## src/rtl/eta_corrector_8bit.sv

```systemverilog
// rtl/eta_corrector_8bit.sv - serial-low/parallel-high exact-sum corrector for an 8-bit error-tolerant adder
//
// Purpose:
//    Accepts an operand pair (a, b) together with the sum produced by an
//    approximate 8-bit adder. It recomputes the exact sum, one low-nibble bit
//    per cycle and then the whole high nibble in one cycle. It reports the
//    exact sum, the absolute error and an error flag.
//    Optional result statistics are enabled by defining ETA_CORR_STATS_EN.
//
// Ports:
//    clk, rst_n             clock, asynchronous active-low reset
//    in_valid / in_ready    input handshake for the (a, b, approx_sum) triple
//    a, b [7:0]             original adder operands
//    approx_sum [8:0]       approximate adder result
//    out_valid / out_ready  output handshake
//    exact_sum [8:0]        exact a + b
//    err_flag               approx_sum differed from exact_sum
//    err_dist [8:0]         |exact_sum - approx_sum|
//    clr_stats              synchronous clear of the statistics counters
//    op_count, err_count    completed results / erroneous results (saturating)

module eta_corrector_8bit #(
   parameter int CNT_W = 16
) (
   input  logic             clk,
   input  logic             rst_n,
   input  logic             in_valid,
   output logic             in_ready,
   input  logic [7:0]       a,
   input  logic [7:0]       b,
   input  logic [8:0]       approx_sum,
   output logic             out_valid,
   input  logic             out_ready,
   output logic [8:0]       exact_sum,
   output logic             err_flag,
   output logic [8:0]       err_dist,
   input  logic             clr_stats,
   output logic [CNT_W-1:0] op_count,
   output logic [CNT_W-1:0] err_count
);

   typedef enum logic [1:0] {S_IDLE, S_LOW, S_HIGH, S_DONE} state_t;

   state_t     r_state;
   logic [7:0] r_a;
   logic [7:0] r_b;
   logic [8:0] r_approx;
   logic       r_carry;
   logic [1:0] r_idx;
   logic [3:0] r_low;
   logic [8:0] r_exact_sum;
   logic       r_err_flag;
   logic [8:0] r_err_dist;

   logic [3:0] w_a_lo;
   logic [3:0] w_b_lo;
   logic       w_ai;
   logic       w_bi;
   logic       w_sum_bit;
   logic       w_carry_bit;
   logic [4:0] w_high;
   logic [8:0] w_exact;
   logic [8:0] w_dist;
   logic       w_out_hs;

   // Low nibble is slices so the 2-bit index addresses it exactly
   assign w_a_lo      = r_a[3:0];
   assign w_b_lo      = r_b[3:0];
   assign w_ai        = w_a_lo[r_idx];
   assign w_bi        = w_b_lo[r_idx];
   assign w_sum_bit   = w_ai ^ w_bi ^ r_carry;
   assign w_carry_bit = (w_ai & w_bi) | (w_ai & r_carry) | (w_bi & r_carry);

   // High nibble in one step, seeded with the carry out of the serial low part
   assign w_high  = {1'b0, r_a[7:4]} + {1'b0, r_b[7:4]} + {4'b0000, r_carry};
   assign w_exact = {w_high, r_low};
   assign w_dist  = (w_exact >= r_approx) ? (w_exact - r_approx) : (r_approx - w_exact);

   assign w_out_hs  = (r_state == S_DONE) && out_ready;
   assign in_ready  = (r_state == S_IDLE);
   assign out_valid = (r_state == S_DONE);
   assign exact_sum = r_exact_sum;
   assign err_flag  = r_err_flag;
   assign err_dist  = r_err_dist;

   always_ff @(posedge clk or negedge rst_n) begin
      if (!rst_n) begin
         r_state     <= S_IDLE;
         r_a         <= 8'h00;
         r_b         <= 8'h00;
         r_approx    <= 9'h000;
         r_carry     <= 1'b0;
         r_idx       <= 2'd0;
         r_low       <= 4'h0;
         r_exact_sum <= 9'h000;
         r_err_flag  <= 1'b0;
         r_err_dist  <= 9'h000;
      end else begin
         case (r_state)
            S_IDLE: begin
               if (in_valid) begin
                  r_a      <= a;
                  r_b      <= b;
                  r_approx <= approx_sum;
                  r_carry  <= 1'b0;
                  r_idx    <= 2'd0;
                  r_state  <= S_LOW;
               end
            end
            S_LOW: begin
               r_low[r_idx] <= w_sum_bit;
               r_carry      <= w_carry_bit;
               r_idx        <= r_idx + 2'd1;
               if (r_idx == 2'd3) begin
                  r_state <= S_HIGH;
               end
            end
            S_HIGH: begin
               // Result outputs only change here, so they hold through DONE
               r_exact_sum <= w_exact;
               r_err_dist  <= w_dist;
               r_err_flag  <= (w_dist != 9'h000);
               r_state     <= S_DONE;
            end
            S_DONE: begin
               if (out_ready) begin
                  r_state <= S_IDLE;
               end
            end
            default: r_state <= S_IDLE;
         endcase
      end
   end

`ifdef ETA_CORR_STATS_EN
   logic [CNT_W-1:0] r_op_count;
   logic [CNT_W-1:0] r_err_count;

   always_ff @(posedge clk or negedge rst_n) begin
      if (!rst_n) begin
         r_op_count  <= '0;
         r_err_count <= '0;
      end else if (clr_stats) begin
         // Clear has priority over a coincident result handshake
         r_op_count  <= '0;
         r_err_count <= '0;
      end else if (w_out_hs) begin
         if (r_op_count != '1) begin
            r_op_count <= r_op_count + CNT_W'(1);
         end
         if (r_err_flag && (r_err_count != '1)) begin
            r_err_count <= r_err_count + CNT_W'(1);
         end
      end
   end

   assign op_count  = r_op_count;
   assign err_count = r_err_count;
`else
   logic w_unused_stats;
   assign w_unused_stats = clr_stats ^ w_out_hs;
   assign op_count  = '0;
   assign err_count = '0;
`endif

endmodule

```

## config.mk

```make
export PLATFORM = sky130hd
export DESIGN_NAME = eta_corrector_8bit
export DESIGN_NICKNAME = d
export VERILOG_FILES = /design/src/rtl/eta_corrector_8bit.sv
export SDC_FILE = /design/constraint.sdc
export NUM_CORES = 1
export LEC_CHECK = 0
export ABC_AREA = 0
export CORE_UTILIZATION = 55
export CTS_CLUSTER_DIAMETER = 80
export DETAILED_ROUTE_END_ITERATION = 8
export GPL_TIMING_DRIVEN = 0
export PLACE_DENSITY_LB_ADDON = 0.3
export SLEW_MARGIN = 20
export SYNTH_ARGS = -nofsm -noshare
export SYNTH_HDL_FRONTEND = slang
export SYNTH_SLANG_ARGS = --single-unit
```

## constraint.sdc

```tcl
create_clock -name clk -period 9.4 [get_ports clk]
set_input_delay 1.88 -clock clk [delete_from_list [all_inputs] [get_ports clk]]
set_output_delay 1.88 -clock clk [all_outputs]
set_load 0.02 [all_outputs]
```

* Word level (Yosys, flattened, before mapping) *
Index checks and enable logic that the tools add are counted.

storage, ports and cells
  logic and storage cells = 55
  output and inout port bits = 53
  register bits after elaboration = 53
  input bits = 30

operators by class
  bitwise logic cells = 7
  mux-type cells = 16
  add/subtract/negate cells = 5
  equality and inequality tests = 7
  $lt $le $gt $ge = 3
  reductions and logical operators = 7

operators with widths
  operator               number
  $sub A9 B9 Y9          2
  $ge A9 B9 Y1           1
  $mux W9                1
  $reduce_bool A9 Y1     1
  $mux W2                4
  $pmux W2 S4            1
  $eq A2 B2 Y1 const B   3
  $add A4 B4 Y5          1
  $add A5 B1 Y5          1
  $bmux W1 S2            2
  $bwmux W4              1
  $mux W1                4
  $ne A2 B2 Y1 const B   2
  $pmux W2 S2            1
  $reduce_and A2 Y1      2
  $and A1 B1 Y1          3
  $lt A2 B3 Y1 const B   1
  $reduce_and A3 Y1      1
  $add A2 B1 Y2 const B  1
  $demux W1 S2           1
  $eq A2 B1 Y1 const B   1
  $ge A2 B1 Y1 const B   1
  $logic_not A2 Y1       1
  $ne A2 B1 Y1 const B   1
  other kinds (5)        7

* Longest topological paths before layout *
Gate-level depths: netlist of run 1.

  word-level depth = 6
  mapped depth = 13
  gate-level depth less buffers = 13

* Worst setup path before layout of run 1 *
No wires, ideal clock.

  path kind = register -> register
  start = register r_a[4]
  end = register r_err_flag, in the netlist err_flag
  path buffers = 1
  required time = 9.271 ns
  clock period less this slack = 3.033 ns
  cell stages (with the launch flop) = 13
  arrival = 2.904 ns
  setup time = 0.129 ns
  path slack = 6.367 ns
  path through = dfrtp_1 fa_1 a21o_1 a21oi_1 xnor2_1 ha_1 buf_2 inv_1 o31ai_1 a41o_4 or4_4 a41oi_2 o31ai_1

between the ends
  longest elaborated chain between the ends = 5
  elaborated cells on any way between the ends = 7
  classes of those cells = add/sub: 4; order compare: 1; mux: 1; reduce/logical: 1

ends and longest elaborated chain
  element                                        line  text
  start, declared                                45    logic [7:0] r_a;
  start signal, assigned                         89    r_a <= 8'h00;
  start signal, assigned                         102   r_a <= a;
  $add A4 B4 Y5 (*)                              75    assign w_high = {1'b0, r_a[7:4]} + {1'b0, r_b[7:4]} + {4'b0000, r_carry};
  $add A5 B1 Y5 (*)                              75
  net w_high[3]                                  61    logic [4:0] w_high;
  $sub A9 B9 Y9 or $ge A9 B9 Y1 (tied branches)  77    assign w_dist = (w_exact >= r_approx) ? (w_exact - r_approx) : (r_approx - w_exact);
  $mux W9 (*)                                    77
  $reduce_bool A9 Y1 (*)                         122   r_err_flag <= (w_dist != 9'h000);
  end signal, assigned                           122
  end, declared                                  52    logic r_err_flag;

The timed path passes the listed nets; every way through them passes the cells marked *.
A chain may end at the register's enable or synchronous reset.

* Worst setup path in the final report of run 1 *
  start = register r_state[0]
  end = output port in_ready

between the ends
  longest elaborated chain between the ends = 1

ends and longest elaborated chain
  element                 line  text
  start, declared         44    state_t r_state;
  start signal, assigned  88    r_state <= S_IDLE;
  start signal, assigned  107   r_state <= S_LOW;
  start signal, assigned  115   r_state <= S_HIGH;
  $logic_not A2 Y1        80    assign in_ready = (r_state == S_IDLE);
  end, declared           28    output logic in_ready,

Every way passes these cells.

==> flow_metrics.py, run 1 <==
metrics = {
    "finish": {
        "final_cell_mix": "53 x dfrtp_1, 48 x clkdlybuf4s50_1, 39 x mux2_2",
        "final_core_util_pct": 70.0,
        "syn2layout_area_growth_pct": 22.3,
        "antennaDiodeCount": 0,
        "stdcell_count": 523,
        "num-nets-final": 508,
        "drive_gt1_share_pct": 21.3,
        "final_common_cell": "dfrtp_1",
    },
    "hold_path": {
        "min_path_type": "reg2reg",
        "whs_path_depth": 2,
    },
    "floorplanning": {
        "rows": 29,
        "fp.coreArea_um2": 6390,
        "initial_utilization_pct": 57.2,
        "fp.dieH_um": 83.5,
        "die_w_um": 83.5,
        "dieArea_um2": 6980,
        "num_io_pins": 83,
    },
    "place": {
        "io_buffers": 49,
        "gp_congestion": 0.837,
        "dp.cells": 515,
        "post-dp-hpwl_um": 5610,
        "place_ws_ns": 5.76,
    },
    "synthesis": {
        "synth_cell_types": 53,
        "yosysWarnings": 0,
        "synthesis.area_um2": 3660,
        "synth_seq_cells": 53,
        "synth-edff-count": 0,
        "ys_seq_area_share_pct": 36.3,
        "ys.flop_type": "dfrtp_1",
        "syn_area_per_cell_um2": 10.2,
        "ys_async_sr_fraction_pct": 100,
        "synth_cells": 358,
    },
    "sta": {
        "fin_crit_ns": 3.61,
        "setup_tns_ns": 0,
        "slew_headroom_pct": 56.0,
        "drv_slew": 0,
        "hold_viol": 0,
        "fin_crit_sh_pct": 38.4,
        "clock_skew_ns": 0.0141,
        "layout_setup_ws_ns": 5.79,
        "rsz0062_at_grt": "false",
        "setup_viol": 0,
        "fmax_ghz": 0.277,
        "worst_pin_slew_ns": 0.660,
    },
    "worst_setup_path": {
        "critical_path.top_delay_family": "buffers and inverters",
        "arrival_ns": 1.73,
        "path_cells": "inv_1 > ha_1 > clkdlybuf4s50_1",
        "crit_slowest_cell": "clkdlybuf4s50_1",
        "worstPathMaxFanout": 5,
        "cp-start-kind": "flop",
        "r2r_cells": 12,
        "worst-path-buf-inv": 2,
        "crit_type": "reg2out",
        "crit_cells": 3,
        "cp.required_ns": 7.52,
        "cp_slowest_stage_delay_ns": 0.64,
        "end_kind": "primary output",
    },
    "clock_network": {
        "post-cts-setup-buffers": 0,
        "htree_levels": 2,
        "cts_hold_buffers": 0,
        "clock_latency_ns": 0.32,
        "root_buffer": "clkbuf_8",
        "cts_tree": "built",
        "clkSinkCount": 53,
        "ctsResizeCount": 0,
        "cts_buffers": 5,
        "clk_pin_slew_ns": 0.10,
        "clockBufferDepth": 2,
    },
    "grt": {
        "grt_max_degree": 54,
        "gr-total-overflow": 0,
        "first_global_vias": 2591,
        "grt_usage_pct": 22.1,
        "antenna_found_initial": 0,
        "grt_pass1_wl_um": 12400,
    },
    "route": {
        "avgRoutedWirePerCell_um": 13.7,
        "viasPerCell": 5.19,
        "routed-via-count": 2713,
        "firstDrtPassIters": 4,
        "totalWireLength_um": 7150,
        "drc": 0,
        "ant_nets": 0,
        "drtIter0Drc": 117,
    },
    "job": {
        "maxCapViolations": 0,
    },
    "status": {
        "outcome": "completed",
    },
}
[cell families after synthesis]
kind of cell	Yosys count	share of synthesized area [%]
AOI/OAI and AO/OA	76	13.9
buffers and inverters	75	11.5
and+or+nand+nor	69	10.2
DFF	53	36.3
muxes	44	14.1
adders and majority gates	33	12.3
xor gates and xnor gates	7	1.68
other	1	0.103
[sequential cells by signal, indices dropped and copies added, names as in the netlist]
| signal | cells |
|---|---|
| err_dist | 9 |
| err_flag | 1 |
| exact_sum | 9 |
| r_a | 8 |
| r_approx | 9 |
| r_b | 8 |
| r_carry | 1 |
| r_idx | 2 |
| r_low | 4 |
| r_state | 2 |
[routing by layer]
layer  global-route usage (%)  share of wire [%]
met1                     30.2                 45
met3                     3.26                4.4
met4                     4.62                1.0
met5                        0                  0
met2                     37.7                 49
[path summary, 6_finish.rpt]
kind	startpoint	to	slack, ns
max	r_state[0]	in_ready	5.79
min	err_dist[0]	err_dist[0]	0.50
max reg2reg	r_a[4]	err_dist[2]	6.06
min reg2reg	err_dist[0]	err_dist[0]	0.50
max in group asynchronous	rst_n	exact_sum[6]	7.36
min in group asynchronous	rst_n	err_dist[4]	1.58
[layout make-up]
type / instances / area, um2
fill: 523 / 1910
clock inverter: 3 / 47.5
buffer: 44 / 304
multi-input combinational: 261 / 2030
clock buffer: 5 / 68.8
timing repair buffer: 49 / 488
tap: 77 / 96.3
inverter: 31 / 116
sequential: 53 / 1330
[cell usage after synthesis (5+ instances only)]
master	instances	share of area [%]
a21oi_1	21	2.9
buf_4	32	6.6
clkbuf_1	6	0.62
dfrtp_1	53	36
fa_1	5	2.7
ha_1	28	9.6
inv_1	31	3.2
mux2_2	39	12
nand2_1	18	1.8
nand2b_1	7	1.2
nand3_1	6	0.82
nor2_1	12	1.2
nor2b_1	6	1.0
o21a_1	5	1.0
o21ai_0	19	2.6
xnor2_1	5	1.2
[worst register-to-register path, stage by stage, from the launching register on]
cell and delay (ns):
dfrtp_1 0.42, fa_1 0.46, a21o_1 0.18, a21oi_1 0.17, xnor2_1 0.15, ha_1 0.30, buf_2 0.18, inv_1 0.08
o31ai_1 0.49, a41oi_1 0.23, nand3_1 0.21, a21oi_1 0.08, a311o_1 0.31
[stage by stage]
step | hold slack, ns | cell area (um2)
final | 0.497 | 4470
after global routing | 0.536 | 4470
after CTS | 0.499 | 4470
after detailed placement | 0.474 | 4360
after global placement | 0.464 | 4360
after floorplan | 0.474 | 3770
Power of run 1 is left out: the tool's default activity adds up to more than one toggle a clock period on the data nets, which glitch-free logic cannot reach.
==> run 2: changes to the inputs <==
- CORE_UTILIZATION: 55 -> 46
- clock period: 9.4 -> 3.1 ns (I/O delays scaled with it)
==> run 2 against run 1 <==
Against the previous run:
- the flow now finishes with violations (setup timing)
- critical path depth grew 8
- global-route usage is 3.1 points lower
- clock-buffer cell count is the same
- worst hold slack lost 0.17 ns
- first-iteration DRC count is 6.0% higher
- clock skew is 0.0065 ns lower
- die area increased by 19%
- via count up 1.3%
- register-to-register slack got worse by 6.1 ns
- wire length is 3.3% higher
==> flow_metrics.py, run 2 (synthesis results as in run 1) <==
metrics = {
    "finish": {
        "antennaDiodeCount": 0,
        "drive_gt1_share_pct": 24.8,
        "syn2layout_area_growth_pct": 26.0,
        "final_cell_mix": "53 x dfrtp_1, 48 x clkdlybuf4s50_1, 39 x mux2_2",
        "final_common_cell": "dfrtp_1",
        "num-nets-final": 510,
    },
    "route": {
        "routed-via-count": 2747,
        "firstDrtPassIters": 4,
        "viasPerCell": 4.99,
        "drtIter0Drc": 124,
        "ant_nets": 0,
        "totalWireLength_um": 7390,
        "avgRoutedWirePerCell_um": 13.4,
        "drc": 0,
    },
    "sta": {
        "hold_viol": 0,
        "rsz0062_at_grt": "true",
        "worst_pin_slew_ns": 0.672,
        "slew_headroom_pct": 55.2,
        "setup_viol": 1,
        "fin_crit_sh_pct": 101,
        "fin_crit_ns": 3.14,
        "drv_slew": 0,
        "layout_setup_ws_ns": -0.0380,
        "clock_skew_ns": 0.00763,
        "fmax_ghz": 0.319,
    },
    "worst_setup_path": {
        "cp_slowest_stage_delay_ns": 0.52,
        "reg2reg_setup_slack_ns": -0.04,
        "cp-start-kind": "flop",
        "r2r_cells": 11,
        "crit_slowest_cell": "or4_4",
        "cp.required_ns": 3.30,
        "end_kind": "flop",
        "r2r-start": "r_b[4]",
        "path_cells": "fa_2 > a21o_1 > a21oi_2 > xnor2_2 > ha_1 > nand3_1 > nor2_2 > a41o_4 > or4_4 > a41oi_2 > o31ai_1",
        "worstPathMaxFanout": 7,
        "critical_path.top_delay_family": "compound AO/OA/AOI/OAI gates",
        "crit_type": "reg2reg",
        "arrival_ns": 3.34,
        "r2r-end": "err_flag",
        "worst-path-buf-inv": 0,
    },
    "grt": {
        "antenna_found_initial": 0,
        "grt_pass1_wl_um": 12700,
        "gr-total-overflow": 0,
        "first_global_vias": 2690,
        "grt_usage_pct": 19.0,
        "grt_max_degree": 54,
    },
    "clock_network": {
        "cts_hold_buffers": 0,
        "clk_pin_slew_ns": 0.10,
        "clockBufferDepth": 2,
        "root_buffer": "clkbuf_8",
        "clock_latency_ns": 0.31,
        "cts_buffers": 5,
        "htree_levels": 2,
        "cts_tree": "built",
        "clkSinkCount": 53,
    },
    "status": {
        "violations": "setup timing",
        "outcome": "finished, violations left",
    },
    "place": {
        "place_ws_ns": -0.232,
        "post-dp-hpwl_um": 5800,
        "gp_congestion": 0.928,
        "io_buffers": 49,
    },
    "job": {
        "maxCapViolations": 0,
    },
    "hold_path": {
        "min_path_type": "in2async",
    },
    "floorplanning": {
        "num_io_pins": 83,
        "fp.coreArea_um2": 7690,
        "dieArea_um2": 8310,
        "fp.dieH_um": 91.2,
        "die_w_um": 91.2,
        "rows": 32,
        "initial_utilization_pct": 47.6,
    },
}
-- run 2: cell count changes in the layout (fill, tap and decap cells not counted), moves of 2 or more --
cell | previous run | this run
a21oi_1 | 21 | 19
a21oi_4 | 0 | 2
buf_4 | 33 | 36
fa_1 | 5 | 3
fa_2 | 0 | 2
inv_1 | 31 | 28
inv_2 | 0 | 3
o21ai_0 | 19 | 15
o21ai_1 | 0 | 4
xnor2_1 | 5 | 3
xnor2_2 | 0 | 2
-- run 2: routing by layer --
layer  share of wire [%]  GRT usage, %
met1                  46          24.3
met2                  48          33.1
met3                 4.2          3.02
met4                 2.0          5.42
met5                   0             0
-- run 2: repair_timing --
item | in CTS | in global routing
pin swaps | 6 | 4
setup buffers | 2 | 1
endpoints found under the setup margin | 9 | 9
gates resized for setup | 17 | 6
-- run 2: worst register-to-register path, delay by kind of cell (launching register included) --
family                   cells  cell delay, ns
AND/OR/NAND/NOR              3            0.76
adder cells (fa/ha/maj)      2            0.82
XOR/XNOR                     1            0.12
AO/OA/AOI/OAI                5            0.93
flip-flops                   1            0.41
-- run 2: worst max-delay path by stage --
stage / startpoint / endpoint / slack (ns) / depth (start not counted)
after floorplan: r_a[4] / err_flag / 0.07 / 12
after global placement: r_a[4] / err_dist[2] / -0.22 / 13
after detailed placement: r_a[4] / err_dist[2] / -0.23 / 13
after CTS: r_carry / err_flag / -0.08 / 13
after global routing: r_b[4] / err_flag / -0.14 / 13
final: r_b[4] / err_flag / -0.04 / 11
-- run 2: final cells by class --
type | count | area [um2]
fillers | 656 | 3080
repair buffers | 52 | 510
flip-flops and latches | 53 | 1330
clock buffers | 5 | 68.8
clock inverters | 3 | 43.8
plain buffers | 43 | 300
multi-input cells | 261 | 2110
well taps | 102 | 128
inverters | 31 | 116
-- run 2: through the flow --
stage | hold slack (ns) | utilization, % | instances | cell area, um2 | TNS (ns)
after detailed placement | 0.474 | 57.1 | 540 | 4390 | -1.33
after floorplan | 0.324 | - | 389 | 3770 | 0
after global routing | 0.388 | 59.9 | 550 | 4610 | -0.493
after CTS | 0.364 | 59.7 | 549 | 4590 | -0.169
after global placement | 0.465 | 57.1 | 540 | 4390 | -8.84
final | 0.327 | 59.9 | 550 | 4610 | -0.0380
Power of run 2 is left out for the same reason.
==> run 3: changes to the inputs <==
- SLEW_MARGIN: 20 -> unset
==> run 3 against run 2 <==
Against the previous run:
- the flow still finishes with violations (setup timing)
- worst hold slack worse by 0.093 ns
- maximum frequency is 0.64% lower
- die area stayed put
- wire length is 1.2% higher
- via count stayed put
- core utilization is 1.4 points higher
- highest routed layer unchanged
==> flow_metrics.py, run 3 (synthesis results as in run 1) <==
metrics = {
    "status": {
        "outcome": "finished, violations left",
        "violations": "setup timing",
    },
    "clock_network": {
        "root_buffer": "clkbuf_8",
        "clk_pin_slew_ns": 0.11,
        "clkSinkCount": 53,
        "cts_tree": "built",
        "cts_buffers": 5,
        "cts_hold_buffers": 0,
        "clockBufferDepth": 2,
        "clock_latency_ns": 0.32,
        "htree_levels": 2,
    },
    "floorplanning": {
        "initial_utilization_pct": 47.6,
        "dieArea_um2": 8310,
        "rows": 32,
        "fp.coreArea_um2": 7690,
        "fp.dieH_um": 91.2,
        "die_w_um": 91.2,
        "num_io_pins": 83,
    },
    "sta": {
        "fin_crit_ns": 3.16,
        "drv_slew": 0,
        "hold-worst-slack_ns": 0.233,
        "setup_viol": 1,
        "fmax_ghz": 0.317,
        "rsz0062_at_grt": "true",
        "fin_crit_sh_pct": 102,
        "setup_tns_ns": -0.0583,
        "slew_headroom_pct": 56.2,
        "clock_skew_ns": 0.0145,
        "layout_setup_ws_ns": -0.0583,
        "worst_pin_slew_ns": 0.657,
        "hold_viol": 0,
    },
    "worst_setup_path": {
        "crit_type": "reg2reg",
        "crit_slowest_cell": "or4_4",
        "r2r-end": "err_flag",
        "cp_slowest_stage_delay_ns": 0.52,
        "cp-start-kind": "flop",
        "cp.required_ns": 3.31,
        "end_kind": "flop",
        "r2r-start": "r_a[4]",
        "worstPathMaxFanout": 7,
        "reg2reg_setup_slack_ns": -0.06,
        "arrival_ns": 3.36,
        "path_cells": "fa_2 > a21o_1 > a21oi_2 > xnor2_2 > ha_1 > buf_2 > inv_2 > o31ai_4 > a41o_4 > or4_4 > a41oi_2 > o31ai_1",
        "r2r_cells": 12,
    },
    "place": {
        "post-dp-hpwl_um": 5850,
        "gp_congestion": 0.928,
        "dp.cells": 541,
        "io_buffers": 49,
    },
    "route": {
        "drtIter0Drc": 128,
        "totalWireLength_um": 7480,
        "drc": 0,
        "ant_nets": 0,
        "avgRoutedWirePerCell_um": 13.5,
        "firstDrtPassIters": 4,
        "viasPerCell": 4.96,
        "routed-via-count": 2747,
    },
    "finish": {
        "stdcell_count": 554,
        "syn2layout_area_growth_pct": 28.9,
        "final_core_util_pct": 61.3,
        "antennaDiodeCount": 0,
        "num-nets-final": 514,
        "final_common_cell": "dfrtp_1",
        "final_cell_mix": "53 x dfrtp_1, 48 x clkdlybuf4s50_1, 39 x mux2_2",
        "drive_gt1_share_pct": 27.0,
    },
    "job": {
        "maxCapViolations": 0,
    },
    "hold_path": {
        "min_path_type": "in2async",
    },
    "grt": {
        "grt_pass1_wl_um": 12800,
        "grt_usage_pct": 19.1,
        "gr-total-overflow": 0,
        "antenna_found_initial": 0,
        "grt_max_degree": 36,
        "first_global_vias": 2730,
    },
}
==> run 3: changes by cell type in the layout (fill, tap and decap cells not counted), sizes merged <==
cell	delta
clkbuf	-1
buf	+5
==> run 3: through the flow <==
step                area [um2]  worst slack, ns
floorplan                 3770           0.0674
global placement          4390           -0.221
detailed placement        4410           -0.222
CTS                       4620          -0.0519
global route              4710           -0.175
finish                    4710          -0.0583
==> run 3: how the worst max path moves through the flow <==
stage,start,end,slack (ns),cells after the start
CTS,r_a[4],err_flag,-0.05,13
detailed placement,r_a[4],err_flag,-0.22,12
global placement,r_a[4],err_dist[2],-0.22,13
floorplan,r_a[4],err_flag,0.07,12
finish,r_a[4],err_flag,-0.06,12
global route,r_a[4],err_flag,-0.18,13
==> run 3: area by class of cell <==
class | instances | area (um2)
Sequential cell | 53 | 1330
Timing Repair Buffer | 55 | 556
Tap cell | 102 | 128
Clock buffer | 5 | 68.8
Clock inverter | 3 | 50.0
Inverter | 31 | 116
Buffer | 44 | 305
Fill cell | 655 | 2970
Multi-Input combinational cell | 261 | 2160
==> run 3: layer usage <==
metal,GRT usage [%],up-vias,part of all wire (%)
met2,34.1,77,49
met1,24.2,1298,46
met4,4.23,0,1.0
met5,0,-,0
li1,-,1364,-
met3,3.27,8,4.7
==> run 3: what timing repair did <==
item,in CTS,in global routing
setup buffers,3,2
endpoints found under the setup margin,9,9
resized for setup,18,16
pin swaps,3,5
==> run 3: worst max-delay path: cells and delay by family (launching register included) <==
kind,cells,cell delay [ns]
AOI/OAI and AO/OA,6,1.01
xor gates and xnor gates,1,0.15
adders and majority gates,2,0.67
buffers and inverters,2,0.26
DFF,1,0.43
and+or+nand+nor,1,0.52
Power of run 3 is left out for the same reason.
